===== src/rtl/mips_boot_pkg.sv =====
// Shared types and constants for the MIPS boot loader.
// Build option: CHECKSUM_EN adds a per-section checksum word.
package mips_boot_pkg;

  localparam int unsigned IMEM_AW_DEF = 8;
  localparam int unsigned DMEM_AW_DEF = 5;
  localparam int unsigned DATA_W_DEF  = 32;

  localparam int unsigned HDR_W       = 32;
  localparam int unsigned HDR_COUNT_W = 14;
  localparam int unsigned HDR_BASE_W  = 16;
  localparam int unsigned RANGE_W     = 17;

  localparam int unsigned LAST_BIT  = 31;
  localparam int unsigned TGT_BIT   = 30;
  localparam int unsigned COUNT_MSB = 29;
  localparam int unsigned COUNT_LSB = 16;
  localparam int unsigned BASE_MSB  = 15;
  localparam int unsigned BASE_LSB  = 0;

  localparam logic TGT_IMEM = 1'b0;
  localparam logic TGT_DMEM = 1'b1;

  typedef enum logic [2:0] {
    ST_HDR  = 3'd0,
    ST_DATA = 3'd1,
    ST_CSUM = 3'd2,
    ST_DONE = 3'd3,
    ST_ERR  = 3'd4
  } state_e;

  typedef struct packed {
    logic                   last;
    logic                   tgt;
    logic [HDR_COUNT_W-1:0] count;
    logic [HDR_BASE_W-1:0]  base;
  } hdr_t;

endpackage


===== src/rtl/mips_boot_loader_if.sv =====
// Stream input and memory write bus of the boot loader.
// master = stream source / memory side, slave = loader.
interface mips_boot_loader_if import mips_boot_pkg::*; #(
  parameter int unsigned IMEM_AW = IMEM_AW_DEF,
  parameter int unsigned DMEM_AW = DMEM_AW_DEF,
  parameter int unsigned DATA_W  = DATA_W_DEF
);
  logic               in_valid;
  logic [DATA_W-1:0]  in_data;
  logic               in_ready;
  logic               imem_we;
  logic [IMEM_AW-1:0] imem_addr;
  logic [DATA_W-1:0]  imem_wdata;
  logic               dmem_we;
  logic [DMEM_AW-1:0] dmem_addr;
  logic [DATA_W-1:0]  dmem_wdata;

  modport master (
    output in_valid, in_data,
    input  in_ready, imem_we, imem_addr, imem_wdata, dmem_we, dmem_addr, dmem_wdata
  );

  modport slave (
    input  in_valid, in_data,
    output in_ready, imem_we, imem_addr, imem_wdata, dmem_we, dmem_addr, dmem_wdata
  );
endinterface


===== src/rtl/boot_hdr_decode.sv =====
// Combinational header field extraction and target range check.
module boot_hdr_decode import mips_boot_pkg::*; #(
  parameter int unsigned IMEM_AW = IMEM_AW_DEF,
  parameter int unsigned DMEM_AW = DMEM_AW_DEF
) (
  input  logic [HDR_W-1:0] word_i,
  output hdr_t             hdr_c_o,
  output logic             range_err_c_o
);
  logic [RANGE_W-1:0] end_c;
  logic [RANGE_W-1:0] limit_c;

  // End address is 17 bits wide so BASE+COUNT can never wrap.
  always_comb begin
    hdr_c_o.last  = word_i[LAST_BIT];
    hdr_c_o.tgt   = word_i[TGT_BIT];
    hdr_c_o.count = word_i[COUNT_MSB:COUNT_LSB];
    hdr_c_o.base  = word_i[BASE_MSB:BASE_LSB];
    end_c         = RANGE_W'(hdr_c_o.base) + RANGE_W'(hdr_c_o.count);
    limit_c       = (hdr_c_o.tgt == TGT_DMEM) ? (RANGE_W'(1) << DMEM_AW)
                                              : (RANGE_W'(1) << IMEM_AW);
    range_err_c_o = end_c > limit_c;
  end
endmodule


===== src/rtl/mips_boot_loader.sv =====
// Boot loader: writes streamed sections into imem/dmem, then releases the core.
// Build option: CHECKSUM_EN (per-section checksum word, CSUM state).
module mips_boot_loader import mips_boot_pkg::*; #(
  parameter int unsigned IMEM_AW = IMEM_AW_DEF,
  parameter int unsigned DMEM_AW = DMEM_AW_DEF,
  parameter int unsigned DATA_W  = DATA_W_DEF
) (
  input  logic                clk,
  input  logic                reset,
  mips_boot_loader_if.slave   bus,
  output logic                cpu_rst_n,
  output logic                done,
  output logic                err
);
  state_e                 state_q, state_d;
  logic [HDR_BASE_W-1:0]  ptr_q, ptr_d;
  logic [HDR_COUNT_W-1:0] rem_q, rem_d;
  logic                   last_q, last_d;
  logic                   tgt_q, tgt_d;
  logic                   in_ready_q, in_ready_d;
  logic                   imem_we_q, imem_we_d;
  logic [IMEM_AW-1:0]     imem_addr_q, imem_addr_d;
  logic [DATA_W-1:0]      imem_wdata_q, imem_wdata_d;
  logic                   dmem_we_q, dmem_we_d;
  logic [DMEM_AW-1:0]     dmem_addr_q, dmem_addr_d;
  logic [DATA_W-1:0]      dmem_wdata_q, dmem_wdata_d;
  logic                   cpu_rst_n_q, cpu_rst_n_d;
  logic                   done_q, done_d;
  logic                   err_q, err_d;
`ifdef CHECKSUM_EN
  logic [DATA_W-1:0]      sum_q, sum_d;
`endif

  hdr_t hdr_c;
  logic range_err_c;
  logic xfer_c;

  boot_hdr_decode #(.IMEM_AW(IMEM_AW), .DMEM_AW(DMEM_AW)) u_hdr_decode (
    .word_i        (bus.in_data[HDR_W-1:0]),
    .hdr_c_o       (hdr_c),
    .range_err_c_o (range_err_c)
  );

  assign xfer_c         = bus.in_valid && in_ready_q;
  assign bus.in_ready   = in_ready_q;
  assign bus.imem_we    = imem_we_q;
  assign bus.imem_addr  = imem_addr_q;
  assign bus.imem_wdata = imem_wdata_q;
  assign bus.dmem_we    = dmem_we_q;
  assign bus.dmem_addr  = dmem_addr_q;
  assign bus.dmem_wdata = dmem_wdata_q;
  assign cpu_rst_n      = cpu_rst_n_q;
  assign done           = done_q;
  assign err            = err_q;

  // Next state; done/cpu_rst_n follow state_d so they rise with the final write strobe.
  always_comb begin
    state_d      = state_q;
    ptr_d        = ptr_q;
    rem_d        = rem_q;
    last_d       = last_q;
    tgt_d        = tgt_q;
    imem_we_d    = 1'b0;
    imem_addr_d  = imem_addr_q;
    imem_wdata_d = imem_wdata_q;
    dmem_we_d    = 1'b0;
    dmem_addr_d  = dmem_addr_q;
    dmem_wdata_d = dmem_wdata_q;
`ifdef CHECKSUM_EN
    sum_d        = sum_q;
`endif
    case (state_q)
      ST_HDR: begin
        if (xfer_c) begin
          last_d = hdr_c.last;
          tgt_d  = hdr_c.tgt;
          ptr_d  = hdr_c.base;
          rem_d  = hdr_c.count;
`ifdef CHECKSUM_EN
          sum_d  = bus.in_data;
`endif
          if (range_err_c) begin
            state_d = ST_ERR;
          end else if (hdr_c.count != '0) begin
            state_d = ST_DATA;
          end else begin
`ifdef CHECKSUM_EN
            state_d = ST_CSUM;
`else
            state_d = hdr_c.last ? ST_DONE : ST_HDR;
`endif
          end
        end
      end
      ST_DATA: begin
        if (xfer_c) begin
          if (tgt_q == TGT_DMEM) begin
            dmem_we_d    = 1'b1;
            dmem_addr_d  = DMEM_AW'(ptr_q);
            dmem_wdata_d = bus.in_data;
          end else begin
            imem_we_d    = 1'b1;
            imem_addr_d  = IMEM_AW'(ptr_q);
            imem_wdata_d = bus.in_data;
          end
          ptr_d = ptr_q + HDR_BASE_W'(1);
          rem_d = rem_q - HDR_COUNT_W'(1);
`ifdef CHECKSUM_EN
          sum_d = sum_q + bus.in_data;
`endif
          if (rem_q == HDR_COUNT_W'(1)) begin
`ifdef CHECKSUM_EN
            state_d = ST_CSUM;
`else
            state_d = last_q ? ST_DONE : ST_HDR;
`endif
          end
        end
      end
`ifdef CHECKSUM_EN
      ST_CSUM: begin
        if (xfer_c) begin
          if (bus.in_data == sum_q) state_d = last_q ? ST_DONE : ST_HDR;
          else                      state_d = ST_ERR;
        end
      end
`endif
      default: ;
    endcase
    in_ready_d  = (state_d == ST_HDR) || (state_d == ST_DATA) || (state_d == ST_CSUM);
    done_d      = (state_d == ST_DONE);
    cpu_rst_n_d = done_d;
    err_d       = (state_d == ST_ERR);
  end

  always_ff @(posedge clk or negedge reset) begin
    if (!reset) begin
      state_q      <= ST_HDR;
      ptr_q        <= '0;
      rem_q        <= '0;
      last_q       <= 1'b0;
      tgt_q        <= TGT_IMEM;
      in_ready_q   <= 1'b1;
      imem_we_q    <= 1'b0;
      imem_addr_q  <= '0;
      imem_wdata_q <= '0;
      dmem_we_q    <= 1'b0;
      dmem_addr_q  <= '0;
      dmem_wdata_q <= '0;
      cpu_rst_n_q  <= 1'b0;
      done_q       <= 1'b0;
      err_q        <= 1'b0;
    end else begin
      state_q      <= state_d;
      ptr_q        <= ptr_d;
      rem_q        <= rem_d;
      last_q       <= last_d;
      tgt_q        <= tgt_d;
      in_ready_q   <= in_ready_d;
      imem_we_q    <= imem_we_d;
      imem_addr_q  <= imem_addr_d;
      imem_wdata_q <= imem_wdata_d;
      dmem_we_q    <= dmem_we_d;
      dmem_addr_q  <= dmem_addr_d;
      dmem_wdata_q <= dmem_wdata_d;
      cpu_rst_n_q  <= cpu_rst_n_d;
      done_q       <= done_d;
      err_q        <= err_d;
    end
  end

`ifdef CHECKSUM_EN
  always_ff @(posedge clk or negedge reset) begin
    if (!reset) sum_q <= '0;
    else        sum_q <= sum_d;
  end
`endif
endmodule


===== src/flat_wrapper.sv =====
// flat-port wrapper written by rule: the top's interface ports become plain ports
module mips_boot_loader_flat import mips_boot_pkg::*;
#(
  parameter int unsigned IMEM_AW = IMEM_AW_DEF,
  parameter int unsigned DMEM_AW = DMEM_AW_DEF,
  parameter int unsigned DATA_W  = DATA_W_DEF
)
  (clk, reset, cpu_rst_n, done, err, bus_in_valid, bus_in_data, bus_in_ready, bus_imem_we, bus_imem_addr, bus_imem_wdata, bus_dmem_we, bus_dmem_addr, bus_dmem_wdata);
  mips_boot_loader_if #(.IMEM_AW(IMEM_AW), .DMEM_AW(DMEM_AW), .DATA_W(DATA_W)) bus_i ();
  input  logic clk;
  input  logic reset;
  output logic cpu_rst_n;
  output logic done;
  output logic err;
  input wire logic [$bits(bus_i.in_valid)-1:0] bus_in_valid;
  input wire logic [$bits(bus_i.in_data)-1:0] bus_in_data;
  output wire logic [$bits(bus_i.in_ready)-1:0] bus_in_ready;
  output wire logic [$bits(bus_i.imem_we)-1:0] bus_imem_we;
  output wire logic [$bits(bus_i.imem_addr)-1:0] bus_imem_addr;
  output wire logic [$bits(bus_i.imem_wdata)-1:0] bus_imem_wdata;
  output wire logic [$bits(bus_i.dmem_we)-1:0] bus_dmem_we;
  output wire logic [$bits(bus_i.dmem_addr)-1:0] bus_dmem_addr;
  output wire logic [$bits(bus_i.dmem_wdata)-1:0] bus_dmem_wdata;
  assign bus_i.in_valid = bus_in_valid;
  assign bus_i.in_data = bus_in_data;
  assign bus_in_ready = bus_i.in_ready;
  assign bus_imem_we = bus_i.imem_we;
  assign bus_imem_addr = bus_i.imem_addr;
  assign bus_imem_wdata = bus_i.imem_wdata;
  assign bus_dmem_we = bus_i.dmem_we;
  assign bus_dmem_addr = bus_i.dmem_addr;
  assign bus_dmem_wdata = bus_i.dmem_wdata;
  mips_boot_loader #(.IMEM_AW(IMEM_AW), .DMEM_AW(DMEM_AW), .DATA_W(DATA_W)) u_core (.clk(clk), .reset(reset), .bus(bus_i), .cpu_rst_n(cpu_rst_n), .done(done), .err(err));
endmodule

===== config.mk =====
export PLATFORM = sky130hd
export DESIGN_NAME = mips_boot_loader_flat
export DESIGN_NICKNAME = d
export VERILOG_FILES = /design/src/rtl/mips_boot_pkg.sv /design/src/rtl/mips_boot_loader_if.sv /design/src/rtl/boot_hdr_decode.sv /design/src/rtl/mips_boot_loader.sv /design/src/flat_wrapper.sv
export SDC_FILE = /design/constraint.sdc
export NUM_CORES = 1
export LEC_CHECK = 0
export CAP_MARGIN = 20
export CORE_ASPECT_RATIO = 1.5
export CORE_MARGIN = 2
export CORE_UTILIZATION = 40
export CTS_CLUSTER_DIAMETER = 150
export DETAILED_ROUTE_END_ITERATION = 8
export PLACE_DENSITY_LB_ADDON = 0.25
export SYNTH_ARGS = -nofsm -noshare
export SYNTH_HDL_FRONTEND = slang
export SYNTH_SLANG_ARGS = --single-unit
export TNS_END_PERCENT = 50

===== constraint.sdc =====
create_clock -name clk -period 2.8 [get_ports clk]
set_input_delay 0.28 -clock clk [delete_from_list [all_inputs] [get_ports clk]]
set_output_delay 0.28 -clock clk [all_outputs]
set_load 0.1 [all_outputs]

Yosys cells after proc, flatten, opt, wreduce, memory -nomap -nowiden
Index checks and enable logic that the tools add are counted.
- bits in registers: 117
- memory bits (writable): 0
- ROM bits: 0
- memories: 0
- output and inout bits: 83
- bits in latches: 0
- reductions and logical operators: 11
- mux-type cells: 21
- divide/modulo/power cells: 0
- shift-type cells: 0
- magnitude comparators: 1
- eq/ne operators: 8
- add/subtract/negate cells: 3
- bitwise gates (word level): 1
- $mul: 0
- operators with widths (cell ; count):
    2-to-1 mux 16 bit ; 2
    case mux 16 bit (2 select lines) ; 1
    2-to-1 mux 14 bit ; 2
    case mux 14 bit (2 select lines) ; 1
    adder 16 x 14 -> 17 bit ; 1
    > comparator 17 bit ; 1
    adder 16 x 1 -> 16 bit, second input constant ; 1
    2-to-1 mux 3 bit ; 5
    == test 14 x 1 -> 1 bit, second input constant ; 1
    nonzero test 14 bit ; 1
    subtractor 14 x 1 -> 14 bit, second input constant ; 1
    2-to-1 mux 9 bit ; 1
    AND reduction 3 bit ; 3
    == test 3 x 1 -> 1 bit, second input constant ; 2
    == test 3 x 2 -> 1 bit, second input constant ; 2
    logical NOT 3 bit ; 2
    2-to-1 mux 1 bit ; 6
    case mux 3 bit (2 select lines) ; 1
    2-to-1 mux 2 bit ; 2
    inequality test 2 x 1 -> 1 bit, second input constant ; 2
    == test 3 bit, second input constant ; 1
    logical OR 1 bit ; 2
    AND reduction 2 bit ; 1
    nonzero test 2 bit ; 1
    other kinds (2) ; 2

Logic depth before layout (Yosys ltp)
- depth in word-level cells: 8
- depth in mapped cells: 15
- mapped depth without buffers: 15

Hierarchy
A second synthesis with hierarchy kept.
- cells, all modules: 569
- area total of the unflattened synthesis: 5680.4 µm²
- modules (own cells, without submodules) (module ; area an instance (µm²) ; times used ; cells each ; sequential area each (µm²)):
    mips_boot_loader ; 4679.5 ; 1 ; 438 ; 2728.9
    boot_hdr_decode ; 1001.0 ; 1 ; 131 ; 0.0

Least setup slack after synthesis
No wires, ideal clock.
- kind: in2reg
- start: input port bus_in_data[0]
- end: register u_core.err_q, in the netlist u_core.err
- stages on the path: 15
- arrival: 3.189 ns
- setup time: 0.124 ns
- setup slack: -0.513 ns
- data required time: 2.676 ns
- path through: ha_1 -> fa_1 -> a211o_1 -> a21oi_2 -> o21ai_0 -> nor2_1 -> a21oi_1 -> ha_1 -> nor2b_1 -> nor3_1 -> o2111ai_1 -> a2111o_1 -> nor4_2 -> o211ai_2 -> o31a_1
- word-level cells in the longest chain between the ends: 6
- ends and longest elaborated chain (what ; line ; source):
    from (decl) ; flat_wrapper.sv:16 ; input wire logic [$bits(bus_i.in_data)-1:0] bus_in_data;
    adder 16 x 14 -> 17 bit ; boot_hdr_decode.sv:19 ; end_c = RANGE_W'(hdr_c_o.base) + RANGE_W'(hdr_c_o.count);
    > comparator 17 bit ; boot_hdr_decode.sv:22 ; range_err_c_o = end_c > limit_c;
    2-to-1 mux 3 bit ; mips_boot_loader.sv:82 ; if (range_err_c) begin
    2-to-1 mux 3 bit ; mips_boot_loader.sv:74 ; if (xfer_c) begin
    case mux 3 bit (2 select lines) ; mips_boot_loader.sv:72 ; case (state_q)
    == test 3 bit ; mips_boot_loader.sv:133 ; err_d = (state_d == ST_ERR);
    named net u_core.err_d ; mips_boot_loader.sv:29 ; logic err_q, err_d;
    to (signal assigned) ; mips_boot_loader.sv:168 ; err_q <= err_d;
    to (decl) ; mips_boot_loader.sv:29 ;
The timed path passes the listed nets, and every way through them passes these cells.
A chain may end at the register's enable or synchronous reset.

Worst setup path in the final report
- start: input port bus_in_data[0]
- end: register u_core.state_q[2]
- word-level cells in the longest chain between the ends: 5
- ends and longest elaborated chain (what ; line ; source):
    adder 16 x 14 -> 17 bit ; boot_hdr_decode.sv:19 ;
    > comparator 17 bit ; boot_hdr_decode.sv:22 ;
    2-to-1 mux 3 bit ; mips_boot_loader.sv:82 ;
    2-to-1 mux 3 bit ; mips_boot_loader.sv:74 ;
    case mux 3 bit (2 select lines) ; mips_boot_loader.sv:72 ;
    named net u_core.state_d[2] ; mips_boot_loader.sv:15 ; state_e state_q, state_d;
    to (signal assigned) ; mips_boot_loader.sv:154 ; state_q <= state_d;
    to (decl) ; mips_boot_loader.sv:15 ;
The timed path passes the listed nets, and every way through them passes these cells.

==> run_results.csv <==
group,metric,value,unit
global_routing,grt_pass1_wl,24500,um
floorplanning,rows,52,
clock_network,numCtsBuffers,9,
route,drc,0,
route,finalWirelength,15500,um
yosys,syn-mean-instance-area,11.1,um^2
clock_network,htreeDepth,3,
power_and_ir_drop,leakage,0.00370,uW
status,status,"complete, but fails checks",
status,violations,"negative setup slack",
floorplanning,dieArea,14600,um^2
setup_path,cp_max_fo,6,
setup_path,end_kind,"flip-flop",
sta,tightest_slew,0.658,ns
route,avgRoutedWirePerCell,18.5,um
setup_path,cp.required,3.04,ns
clock_network,clock_latency,0.35,ns
placement,port-buffer-count,117,
floorplanning,fp.dieH,147,um
setup_path,critPathArrivalTime,3.31,ns
sta,layout_setup_ws,-0.274,ns
route,vias_per_cell,5.49,
yosys,synth-seq-cells,109,
yosys,syn_area,5460,um^2
placement,dpl.hpwl,11700,um
global_routing,grt_max_degree,72,
final_layout,final_layout_size_suffix_gt1_share,41.0,%
placement,preCtsSetupSlack,-1.07,ns
global_routing,antenna_found_initial,0,
floorplanning,start_util,40.7,%
clock_network,cts_root_buf,"clkbuf_16",
worst_hold_path,hp-class,"in2reg",
sta,slew_headroom,55.5,%
setup_path,cp-start-kind,"input port",
clock_network,cts_tree,"yes",
yosys,synth_top_area_share,49.5,%
route,drt_iter0_markers,251,
sta,rsz0062_at_grt,"yes",
sta,fin_crit,3.07,ns
clock_network,path_clk_slew,0.08,ns
power_and_ir_drop,ir_worst_vdd,0.526,mV
yosys,synth_area_leader_cell,"dfrtp_1",
placement,routabilityCongestion,0.883,
sta,hold_viol,0,
final_layout,finalNetCount,726,
yosys,synth-edff-count,0,
sta,maxSlewViolCount,0,
final_layout,final_util,55.8,%
sta,timing.fmax,0.325,GHz
yosys,yosys_warnings,0,
global_routing,grtUsageTotal,21.5,%
global_routing,overflow,0,
route,num_vias,4600,
sta,skew,0.00759,ns
final_layout,area_growth,37.2,%
yosys,synthFlopType,"dfrtp_1",
yosys,syn_inst,490,
floorplanning,core_area,13400,um^2
yosys,ys_types,62,
clock_network,clk_path_buf_depth,2,
sta,setup_viol,6,
clock_network,cts.sinks,109,
route,first_pass_iters,5,
yosys,syn_nets,545,
flow_run,cap_violations,0,
floorplanning,io_pins,118,
sta,post-route-period-util,110,%
placement,dp_cells,816,
final_layout,final_cells,838,
route,postRouteAntennaNets,0,
yosys,ys_async_sr_fraction,100,%
global_routing,grt_pass1_vias,4671,
floorplanning,fp.dieW,99.4,um
power_and_ir_drop,power_density,574,nW/um^2
yosys,synth.yosys.seq_area_share,50.0,%
final_layout,diodes,0,
setup_path,crit_type,"in2reg",
yosys,synth_area_leaders,"dfrtp_1, mux2_2, ha_1",
-- through the flow --
stage | setup TNS (ns) | hold WS (ns) | total power [uW] | instance area [um^2]
after global placement | -5.42 | 0.284 | 2870 | 7060
final | -1.30 | 0.258 | 4300 | 7480
after floorplan | -1.90 | -0.0156 | 2490 | 5470
after global routing | -2.34 | 0.289 | 4540 | 7480
after CTS | -1.76 | 0.253 | 4310 | 7440
after detailed placement | -6.15 | 0.292 | 2900 | 7060
-- final timing paths --
check	start	to	slack (ns)	cells past startpoint
worst min-delay path	bus_in_data[1]	u_core.ptr_q[1]	0.26	3
worst max-delay path	bus_in_data[0]	u_core.state_q[2]	-0.27	16
max in group asynchronous	reset	u_core.rem_q[8]	1.58	3
worst max register to register	u_core.rem_q[4]	u_core.err	0.63	8
worst min register to register	u_core.bus.imem_addr[4]	u_core.bus.imem_addr[4]	0.49	1
min in group asynchronous	reset	u_core.bus.imem_addr[0]	0.46	2
-- power breakdown --
group | internal, uW | leakage (uW) | switching [uW]
combinational | 407 | 0.00209 | 528
clock | 793 | 0.000154 | 600
sequential | 1760 | 0.00145 | 209
total | 2960 | 0.00370 | 1340
-- layout make-up --
cell class,count,area (um^2)
fillers,1212,5920
flip-flops and latches,109,2730
repair buffers,190,1520
multi-input cells,349,2660
inverters,12,45.0
clock buffers,10,229
well taps,162,203
clock inverters,6,93.8
-- cell usage after synthesis, types with 4 or more instances --
library cell and n:
dfrtp_1 108, mux2_2 74, a21oi_1 43, o21ai_0 33, nand2_1 32, nor2_1 28, ha_1 19, nand3_1 14
inv_1 12, clkbuf_1 10, nor3_1 9, o22ai_1 6, a21o_1 5, and3_1 5, nor4_1 5, o31ai_1 5
buf_2 4, nand2b_1 4, nor3b_1 4, o21ai_1 4, o31a_1 4
-- placed cells by master, fill, tap and decap left out, types with 12 or more instances in the layout --
cell type / instances
a21oi_1: 42
buf_4: 154
clkdlybuf4s50_1: 21
dfrtp_1: 108
ha_1: 12
inv_1: 12
mux2_2: 74
nand2_1: 31
nand3_1: 14
nor2_1: 27
o21ai_0: 32
-- metal layers --
metal | wire, um | GRT usage, % | vias up
met5 | 0 | 0 | -
met4 | 416 | 7.74 | 0
met3 | 568 | 3.14 | 26
met2 | 8530 | 39.4 | 122
met1 | 6030 | 25.2 | 2283
li1 | - | - | 2169
-- critical path, cell delays in order --
cell and delay (ns):
buf_8 0.10, ha_4 0.16, fa_2 0.35, a211o_1 0.29, a21oi_2 0.17, o21ai_1 0.08
nor2_1 0.09, a21oi_1 0.05, ha_2 0.33, nor2b_2 0.05, nor3_2 0.13, o2111ai_1 0.14
a2111o_1 0.31, nor4_2 0.27, o211ai_2 0.20, o31a_1 0.31
-- repair_timing --
| action | in CTS | in global routing |
|---|---|---|
| endpoints found under the hold margin | 37 | 0 |
| hold buffers | 1 | 0 |
| resized for setup | 34 | 6 |
| pin swaps | 17 | 17 |
| setup endpoints to repair | 6 | 6 |
| buffers inserted | 3 | 2 |
-- kinds of logic after synthesis --
logic type	share of synthesized area, %
multiplexers	16.3
AO/OA/AOI/OAI	14.6
flip-flops	50.0
AND/OR/NAND/NOR	10.8
adder cells (fa/ha/maj)	4.72
buffers and inverters	2.91
XOR/XNOR	0.642
-- flip-flops by register name, summed over array words and instances, names as in the netlist, 3 cells and up --
| name | count |
|---|---|
| u_core.bus.imem_addr | 8 |
| u_core.rem_q | 14 |
| u_core.bus.dmem_wdata | 32 |
| u_core.bus.dmem_addr | 5 |
| u_core.state_q | 3 |
| u_core.bus.imem_wdata | 32 |
| u_core.ptr_q | 8 |
Power figures use the tool's default switching activity.
